$ cat src/rtl/alu_reg_sequencer.sv
// Operand sequencer and register bank feeding a combinational ALU: fetches two
// registers, presents them with the opcode, captures the result and writes it back.
module alu_reg_sequencer #(
  parameter int word_size = 32,
  parameter int ADDR_W    = 3,
  parameter int OP_W      = 3
) (
  input  logic                 clk,
  input  logic                 reset_n,
  input  logic                 cmd_valid,
  output logic                 cmd_ready,
  input  logic [OP_W-1:0]      cmd_op,
  input  logic [ADDR_W-1:0]    cmd_rs1,
  input  logic [ADDR_W-1:0]    cmd_rs2,
  input  logic [ADDR_W-1:0]    cmd_rd,
  input  logic                 ld_en,
  input  logic [ADDR_W-1:0]    ld_addr,
  input  logic [word_size-1:0] ld_data,
  output logic [word_size-1:0] alu_a,
  output logic [word_size-1:0] alu_b,
  output logic [OP_W-1:0]      alu_op,
  input  logic [word_size-1:0] alu_result,
  output logic                 done,
  output logic [word_size-1:0] result,
  input  logic [ADDR_W-1:0]    dbg_addr,
  output logic [word_size-1:0] dbg_data
);

  typedef enum logic [1:0] {IDLE, FETCH, EXEC, WB} state_t;

  state_t               state, state_nxt;
  logic [OP_W-1:0]      op_q;
  logic [ADDR_W-1:0]    rs1_q, rs2_q, rd_q;
  logic [word_size-1:0] bank [2**ADDR_W];
  logic                 accept;

  always_ff @(posedge clk or negedge reset_n) begin
    if (!reset_n) state <= IDLE;
    else          state <= state_nxt;
  end

  always_comb begin
    state_nxt = state;
    cmd_ready = 1'b0;
    done      = 1'b0;
    case (state)
      IDLE: begin
        cmd_ready = reset_n;
        if (cmd_valid && reset_n) state_nxt = FETCH;
      end
      FETCH: state_nxt = EXEC;
      EXEC:  state_nxt = WB;
      WB: begin
        done      = 1'b1;
        state_nxt = IDLE;
      end
      default: state_nxt = IDLE;
    endcase
  end

  assign accept   = cmd_valid && cmd_ready;
  assign dbg_data = bank[dbg_addr];

  // The ALU operand registers double as the fetch registers, so they hold their
  // value after EXEC; result doubles as the captured ALU result.
  always_ff @(posedge clk or negedge reset_n) begin
    if (!reset_n) begin
      op_q   <= '0;
      rs1_q  <= '0;
      rs2_q  <= '0;
      rd_q   <= '0;
      alu_a  <= '0;
      alu_b  <= '0;
      alu_op <= '0;
      result <= '0;
    end else begin
      if (accept) begin
        op_q  <= cmd_op;
        rs1_q <= cmd_rs1;
        rs2_q <= cmd_rs2;
        rd_q  <= cmd_rd;
      end
      if (state == FETCH) begin
        alu_a  <= bank[rs1_q];
        alu_b  <= bank[rs2_q];
        alu_op <= op_q;
      end
      if (state == EXEC) result <= alu_result;
    end
  end

  // Host loads only land in IDLE, so they never collide with write-back; a load
  // accompanying an accept commits before FETCH reads the bank.
  always_ff @(posedge clk or negedge reset_n) begin
    if (!reset_n) begin
      for (int i = 0; i < 2**ADDR_W; i++) bank[i] <= '0;
    end else if (state == IDLE && ld_en) begin
      bank[ld_addr] <= ld_data;
    end else if (state == WB) begin
      bank[rd_q] <= result;
    end
  end

endmodule

$ cat config.mk
export PLATFORM = sky130hd
export DESIGN_NAME = alu_reg_sequencer
export DESIGN_NICKNAME = d
export VERILOG_FILES = /design/src/rtl/alu_reg_sequencer.sv
export SDC_FILE = /design/constraint.sdc
export NUM_CORES = 1
export LEC_CHECK = 0
export CAP_MARGIN = 40
export CORE_AREA = 2 2 248 250
export DETAILED_ROUTE_END_ITERATION = 10
export DIE_AREA = 0 0 250 252
export SETUP_SLACK_MARGIN = 0.2
export SYNTH_ARGS = -nofsm -noshare
export SYNTH_HDL_FRONTEND = slang
export SYNTH_SLANG_ARGS = --single-unit
$ cat constraint.sdc
create_clock -name clk -period 3.5 [get_ports clk]
set_input_delay 1.05 -clock clk [delete_from_list [all_inputs] [get_ports clk]]
set_output_delay 1.05 -clock clk [all_outputs]
set_load 0.01 [all_outputs]
After elaboration in Yosys (flattened, before gate mapping)
Index checks and enable logic that the tools add are counted.
{"block": "word_totals", "register_bits": 369, "in_bits": 86, "out_inout_bits": 133, "elab_cells": 61}
{"block": "classes", "magnitude_cmp": 7, "eq_ne": 4, "n_mux": 21, "n_bitwise": 5, "reduce_logical": 7}
{"operator": "bitwise mux 256 bit", "n": 2}
{"operator": "two-way mux 256 bit", "n": 2}
{"operator": "binary-select mux 32 bit (select 3 bit)", "n": 3}
{"operator": "two-way mux 32 bit", "n": 8}
{"operator": "demux 32 bit (select 3 bit)", "n": 2}
{"operator": "greater-or-equal comparator 4 bit (second input constant)", "n": 5}
{"operator": "NOT 3 -> 4 bit", "n": 5}
{"operator": "less-than comparator 4 x 1 -> 1 bit (second input constant)", "n": 2}
{"operator": "one-hot mux 2 bit (4 select lines)", "n": 1}
{"operator": "logical AND 1 bit", "n": 5}
{"operator": "== test 2 bit (second input constant)", "n": 2}
{"operator": "== test 2 x 1 -> 1 bit (second input constant)", "n": 1}
{"operator": "zero test 2 bit", "n": 1}
{"operator": "two-way mux 1 bit", "n": 2}
{"operator": "two-way mux 2 bit", "n": 1}
{"operator": "inequality test 2 bit (second input constant)", "n": 1}
{"operator": "nonzero test 2 bit", "n": 1}

Logic depth before layout (Yosys ltp)
Gate-level depths: netlist (run 1).
{"block": "depth", "ltp_word": 8, "mapped_depth": 9, "depth_no_buf": 5}

Worst setup path after synthesis (run 1)
No wires, ideal clock.
{"block": "synth_timing", "path_kind": "input -> output", "startpoint": "in dbg_addr[0]", "endpoint": "out dbg_data[0]", "arrival_time_ps": 2373, "t_required_ps": 2450, "slack_ps": 77, "path_stages": 4, "path_buffers": 2, "cell_sequence": "buf_2 -> buf_2 -> mux4_2 -> mux2_2"}
{"block": "synth_via", "elab_chain_len": 4}
{"element": "start, declared", "line": "25", "source": "input logic [ADDR_W-1:0] dbg_addr,"}
{"element": "NOT 3 -> 4 bit (not written as such)", "line": "62", "source": "assign dbg_data = bank[dbg_addr];"}
{"element": "binary-select mux 32 bit (select 3 bit)", "line": "62"}
{"element": "two-way mux 32 bit (not written as such) (2 in a row)", "line": "62"}
{"element": "end, declared", "line": "26", "source": "output logic [word_size-1:0] dbg_data"}
Every way passes these cells. The select of a mux whose other input is x is not followed.

Worst setup path after layout (run 1)
{"block": "layout_timing", "startpoint": "in dbg_addr[0]", "endpoint": "out dbg_data[1]"}
Same word-level chain as after synthesis.

==> results.sh, run 1 <==
export IMPL_grt_pass1_vias=23400
export IMPL_min_path_type="reg2reg"
export IMPL_max_slew_margin_pct=32.9
export IMPL_antenna_found_initial=2
export IMPL_fmax_mhz=286
export IMPL_fp_row_count=90
export IMPL_coreArea_sq_mm=0.0601
export IMPL_synth_distinct_cells=39
export IMPL_cp_startpoint="dbg_addr[0]"
export IMPL_cts_max_level=2
export IMPL_dp_cells=3214
export IMPL_firstDrtPassIters=6
export IMPL_place_ws_ps=-379
export IMPL_hp_start="op_q[0]"
export IMPL_fin_crit_ps=3490
export IMPL_start_util_pct=41.9
export IMPL_drt_iter0_drc=3444
export IMPL_instances_no_fill=3347
export IMPL_avgSynthCellArea_sq_um=10.2
export IMPL_yosys_warnings=0
export IMPL_nFillCells=5380
export IMPL_vias=24200
export IMPL_status="finished clean"
export IMPL_syn_to_final_growth_pct=21.4
export IMPL_synth_seq_cells=369
export IMPL_r2r_start="state[1]"
export IMPL_postCtsHoldBufs=0
export IMPL_worst_setup_path_end_kind="output pin"
export IMPL_crit_slowest_cell="mux4_2"
export IMPL_cts_root_buf="clkbuf_16"
export IMPL_setup_tns_ps=0
export IMPL_synth_nets=2551
export IMPL_drcViolationCount=0
export IMPL_fin_nets=2615
export IMPL_grt_pass1_wl_um=155000
export IMPL_final_max_slew_viol_count=0
export IMPL_peakVddDrop_uv=723
export IMPL_cp_max_fo=5
export IMPL_cts_sinks=369
export IMPL_worst_pin_slew_ps=1000
export IMPL_crit_path_cell_trace="buf_16 -> buf_8 -> buf_16 -> buf_8 -> mux4_2 -> mux2_4 -> buf_6"
export IMPL_ios=219
export IMPL_p_leak_uw=0.0122
export IMPL_critical_path_max_stage_delay_ps=490
export IMPL_worstSkewPairLatency_ps=610
export IMPL_ys_seq_area_share_pct=36.6
export IMPL_cts_max_path_buffers=3
export IMPL_setup_viol=0
export IMPL_total_power_uw=31000
export IMPL_hold_violations=0
export IMPL_startpoint_type="input port"
export IMPL_antenna_left=0
export IMPL_rsz0062_at_grt="yes"
export IMPL_setup_slack_ps=9.55
export IMPL_die_area_sq_mm=0.0630
export IMPL_layout_drive_gt1_share_pct=19.5
export IMPL_syn_inst=2461
export IMPL_syn_area_sq_mm=0.0252
export IMPL_finClkSkew_ps=33.2
export IMPL_final_util_pct=50.9
export IMPL_path_delay_family="multiplexers"
export IMPL_crit_type="in2out"
export IMPL_grt_max_degree=149
export IMPL_power_density_mw_per_mm2=1010
export IMPL_die_x_um=250
export IMPL_crit_required_ps=2450
export IMPL_io_buffers=218
export IMPL_grt_usage_pct=32.2
export IMPL_period_share_pct=99.7
export IMPL_critical_path_buf_inv_count=5
export IMPL_worst_ep_arrival_time_ps=2440
export IMPL_maxCapViolCount=0
export IMPL_clk_pin_slew_ps=50
export IMPL_grt_overflow_total=0
export IMPL_wl_per_cell_um=31.3
export IMPL_finalWirelength_um=105000
export IMPL_numCtsBuffers=47
export IMPL_gp_congestion=0.847
export IMPL_tritoncts="done"
export IMPL_vias_per_cell=7.22
export IMPL_dp_hpwl_um=60900
export IMPL_die_h_um=252
## report_power, final
group	leakage, uW	internal [uW]	switching, uW
clock network	0.000840	3280	2080
logic	0.00685	7400	8770
registers	0.00455	6320	3130
## cell usage in the layout (no fill, tap or decap), drive strengths merged, types with 2 or more instances in the layout
| master | n |
|---|---|
| a211o | 64 |
| a221oi | 192 |
| a22o | 40 |
| a22oi | 64 |
| a31oi | 193 |
| a32o | 32 |
| a41o | 64 |
| and2 | 3 |
| and3 | 2 |
| and3b | 3 |
| and4 | 32 |
| and4b | 32 |
| buf | 170 |
| bufinv | 7 |
| clkbuf | 68 |
| clkdlybuf4s50 | 180 |
| clkinv | 10 |
| dfrtp | 369 |
| dlygate4sd2 | 2 |
| ha | 4 |
| inv | 5 |
| mux2 | 144 |
| mux2i | 192 |
| mux4 | 64 |
| nand2 | 195 |
| nand2b | 2 |
| nand3 | 161 |
| nand4 | 96 |
| nor2 | 4 |
| nor2b | 166 |
## stage by stage
step                      cell area (sq um)  hold slack [ps]
after floorplan                       25200              474
after global placement                28000              482
after detailed placement              28100              492
after CTS                             30500              504
after global routing                  30600              519
final                                 30600              507
## synth_stat cells, drive strengths merged
library cell,instances,area (sq um)
a22o,40,368
a211o,64,561
and3,2,17.5
nand3,161,806
nor2,4,15.0
nand4,96,601
clkbuf,168,633
a21oi,1,16.3
nand2,195,732
inv,2,7.51
mux2,144,1850
nand2b,2,12.5
a21boi,1,7.51
a22oi,64,480
dfrtp,369,9230
mux2i,192,1920
and4,32,280
nor3b,1,7.51
and4b,32,320
mux4,64,1440
and2,3,18.8
and3b,3,26.3
a41o,64,641
a32o,32,320
a221oi,192,1680
a211oi,1,20.0
a31oi,193,1210
buf,169,898
nor2b,166,1040
ha,4,50.1
## cells by family after synthesis
kind of cell    synth area share, %
compound gates                 21.0
mux                            20.7
flops                          36.6
buf+inv                        6.10
simple gates                   15.4
fa+ha+maj                     0.199
## layer usage
layer | routed length [um] | vias up | global-route usage, %
met5 | 13 | - | 0
met4 | 4550 | 2 | 14.0
met3 | 13200 | 321 | 8.83
met2 | 45300 | 1897 | 47.7
met1 | 41700 | 12000 | 44.1
li1 | - | 9919 | -
## flip-flops by register name, indices dropped and copies added (netlist names)
register / flops
result: 32
rs2_q: 3
op_q: 3
bank: 256
rs1_q: 3
alu_op: 3
rd_q: 3
state: 2
alu_b: 32
alu_a: 32
## cell type report
class                           count  area (sq um)  area share, %
Tap cell                          782           978           3.20
Clock buffer                       68          1400           4.56
Sequential cell                   369          9250           30.2
Timing Repair Buffer              352          4000           13.1
Clock inverter                     20           287          0.936
Inverter                            2          7.51         0.0245
Antenna cell                        1          2.50        0.00818
Multi-Input combinational cell   1753         14700           48.0
## what timing repair did
action / CTS / global route
resized for setup: 212 / 10
setup buffers: 26 / 11
endpoints found under the setup margin: 33 / 31
pin swaps: 1 / 0
cloned: 7 / 0
## worst paths after layout
check	to	slack [ps]	depth (start not counted)
worst max-delay path	dbg_data[1]	10	7
worst min-delay path	alu_op[0]	510	1
worst max register to register	bank[146]	660	8
worst min register to register	alu_op[0]	510	1
max in group asynchronous	alu_b[17]	1630	3
min in group asynchronous	result[31]	530	2
No activity file was read; power rests on OpenSTA's default activity.
==> run 2, diff against run 1 <==
Settings changed: ABC_AREA from default to 1, CORE_AREA 2 2 248 250 to 2 2 243 245, DIE_AREA 0 0 250 252 to 0 0 245 247.
==> results.sh, run 2 <==
export IMPL_status="finished clean"
export IMPL_avgSynthCellArea_sq_um=6.61
export IMPL_clockPowerShare_pct=18.4
export IMPL_synth_edf_count=0
export IMPL_final_common_cell="nand2_1"
export IMPL_power_density_mw_per_mm2=876
export IMPL_synth_compound_area_share_pct=12.2
export IMPL_grt_max_degree=134
export IMPL_drcViolationCount=0
export IMPL_cp_max_fo=26
export IMPL_crit_type="in2out"
export IMPL_antenna_left=0
export IMPL_grt_usage_pct=37.0
export IMPL_io_buffers=218
export IMPL_die_area_sq_mm=0.0605
export IMPL_cts_root_buf="clkbuf_16"
export IMPL_synth_adder_area_share_pct=0.207
export IMPL_wl_per_cell_um=25.0
export IMPL_ios=219
export IMPL_yosys_warnings=0
export IMPL_syn_to_final_growth_pct=19.2
export IMPL_numCtsBuffers=44
export IMPL_tritoncts="done"
export IMPL_setup_viol=0
export IMPL_hold_ws_ps=472
export IMPL_min_path_type="reg2reg"
export IMPL_synth_top_family_by_area="simple AND/OR/NAND/NOR gates"
export IMPL_internal_power_uw=13000
export IMPL_gp_congestion=0.897
export IMPL_synth_nets=3749
export IMPL_syn_area_sq_mm=0.0242
export IMPL_die_x_um=245
export IMPL_peakVddDrop_uv=556
export IMPL_dp_hpwl_um=68700
export IMPL_seqPwrFrac_pct=27.4
export IMPL_synth_most_common_cell="nand2_1"
export IMPL_synth_top_area_share_pct=38.2
export IMPL_period_share_pct=94.6
export IMPL_grt_pass1_wl_um=167000
export IMPL_die_h_um=247
export IMPL_drt_iter0_drc=4250
export IMPL_final_util_pct=49.5
export IMPL_p_leak_uw=0.0145
export IMPL_grt_pass1_vias=25700
export IMPL_antenna_found_initial=1
export IMPL_max_flop_register="bank"
export IMPL_start_util_pct=41.5
export IMPL_ys_seq_area_share_pct=38.2
export IMPL_cts_max_level=2
export IMPL_layout_drive_gt1_share_pct=8.97
export IMPL_fp_row_count=89
export IMPL_fin_crit_ps=3310
export IMPL_ys_top_cells_by_area="dfrtp_1 (38%), nand2_1 (21%), nand3_1 (15%)"
export IMPL_worstSkewPairLatency_ps=600
export IMPL_ys_top_cells_by_count="nand2_1 (1368), nand3_1 (719), dfrtp_1 (369), inv_1 (278), o22ai_1 (256)"
export IMPL_total_power_uw=25200
export IMPL_ys_flop_type="dfrtp_1"
export IMPL_grt_overflow_total=0
export IMPL_final_max_slew_viol_count=0
export IMPL_largest_reg_flops=256
export IMPL_fmax_mhz=302
export IMPL_vias_per_cell=6.07
export IMPL_layout_common_cells="nand2_1 (1360), nand3_1 (719), dfrtp_1 (365), inv_1 (272), o22ai_1 (256)"
export IMPL_synth_distinct_cells=26
export IMPL_fin_nets=3837
export IMPL_worst_ep_arrival_time_ps=2260
export IMPL_coreArea_sq_mm=0.0582
export IMPL_firstDrtPassIters=7
export IMPL_switching_share_pct=48.6
export IMPL_max_slew_margin_pct=38.7
export IMPL_clk_pin_slew_ps=60
export IMPL_p_switching_uw=12300
export IMPL_p_comb_share_pct=54.2
export IMPL_synth_simple_area_share_pct=38.0
export IMPL_synth_mux_area_fraction_pct=1.63
export IMPL_synth_top_area_cell="dfrtp_1"
export IMPL_cts_sinks=369
export IMPL_vias=27700
export IMPL_synth_xor_area_share_pct=0
export IMPL_cts_max_path_buffers=3
export IMPL_worst_setup_path_end_kind="output pin"
export IMPL_hold_violations=0
export IMPL_startpoint_type="input port"
export IMPL_synth_async_reset_ratio_pct=100
export IMPL_synth_seq_cells=369
export IMPL_worst_pin_slew_ps=920
export IMPL_finalWirelength_um=114000
export IMPL_maxCapViolCount=0
export IMPL_rsz0062_at_grt="yes"
export IMPL_finClkSkew_ps=26.0
export IMPL_crit_required_ps=2450
export IMPL_syn_inst=3659
==> run 2: cell type report <==
type	count	area [sq um]
antenna	3	7.51
clock buffer	66	1330
clock inverter	11	87.6
fill	5927	29400
inverter	284	1090
multi-input combinational	2708	12600
sequential	369	9240
tap	773	967
timing repair buffer	340	3460
==> run 2: per-stage QoR <==
stage	setup WS [ps]	std cells	setup TNS, ps	area [sq um]
2_1_floorplan	561	3659	0	24200
4_1_cts	131	4551	0	28900
6_report	190	4554	0	28800
3_3_place_gp	-172	4465	-2850	27200
5_1_grt	120	4551	0	28800
3_5_place_dp	-172	4471	-3230	27300
==> run 2: critical path, cell delays in order <==
cell             delay (ps)
buf_8                   120
clkinv_8                 80
buf_6                   150
buf_12                  160
a21oi_1                 150
o21ai_0                  80
nand2_1                  60
nand2_1                  50
nand2_2                  90
clkdlybuf4s15_2         220
==> run 2: metal layers <==
layer	vias to the layer above	share of wire, %	routed length (um)	GRT usage (%)
met5	-	0	0	0
met4	0	5.5	6240	19.4
met3	415	14	15700	9.83
met2	2143	42	47800	54.2
met1	12800	39	43900	49.8
li1	12300	-	-	-
==> run 2: worst paths after layout <==
| check | from | end | slack [ps] | depth (start not counted) |
|---|---|---|---|---|
| max | dbg_addr[0] | dbg_data[13] | 190 | 10 |
| min | alu_op[1] | alu_op[1] | 470 | 2 |
| max reg2reg | rs2_q[0] | alu_b[21] | 1140 | 8 |
| min reg2reg | alu_op[1] | alu_op[1] | 470 | 2 |
| max in group asynchronous | reset_n | bank[85] | 1690 | 3 |
| min in group asynchronous | reset_n | alu_b[10] | 500 | 2 |
==> run 2: kinds of logic after synthesis <==
| kind of cell | Yosys count |
|---|---|
| compound gates | 524 |
| fa+ha+maj | 4 |
| buf+inv | 582 |
| flops | 369 |
| mux | 35 |
| simple gates | 2145 |
==> run 2: power by group through the flow <==
stage          clock network [uW]  registers (uW)  logic, uW
6_report                     4630            6910      13700
5_1_grt                      4830            7060      14700
4_1_cts                      4670            6880      13300
3_5_place_dp                    0            6930      13200
3_3_place_gp                    0            6930      13000
2_1_floorplan                   0            6650       8040
==> run 2: timing repair <==
action,4_1_cts,5_1_grt
hold buffers,0,0
gates cloned,2,0
pin swaps,0,5
buffers inserted,1,0
resized for setup,82,55
endpoints found under the setup margin,32,29
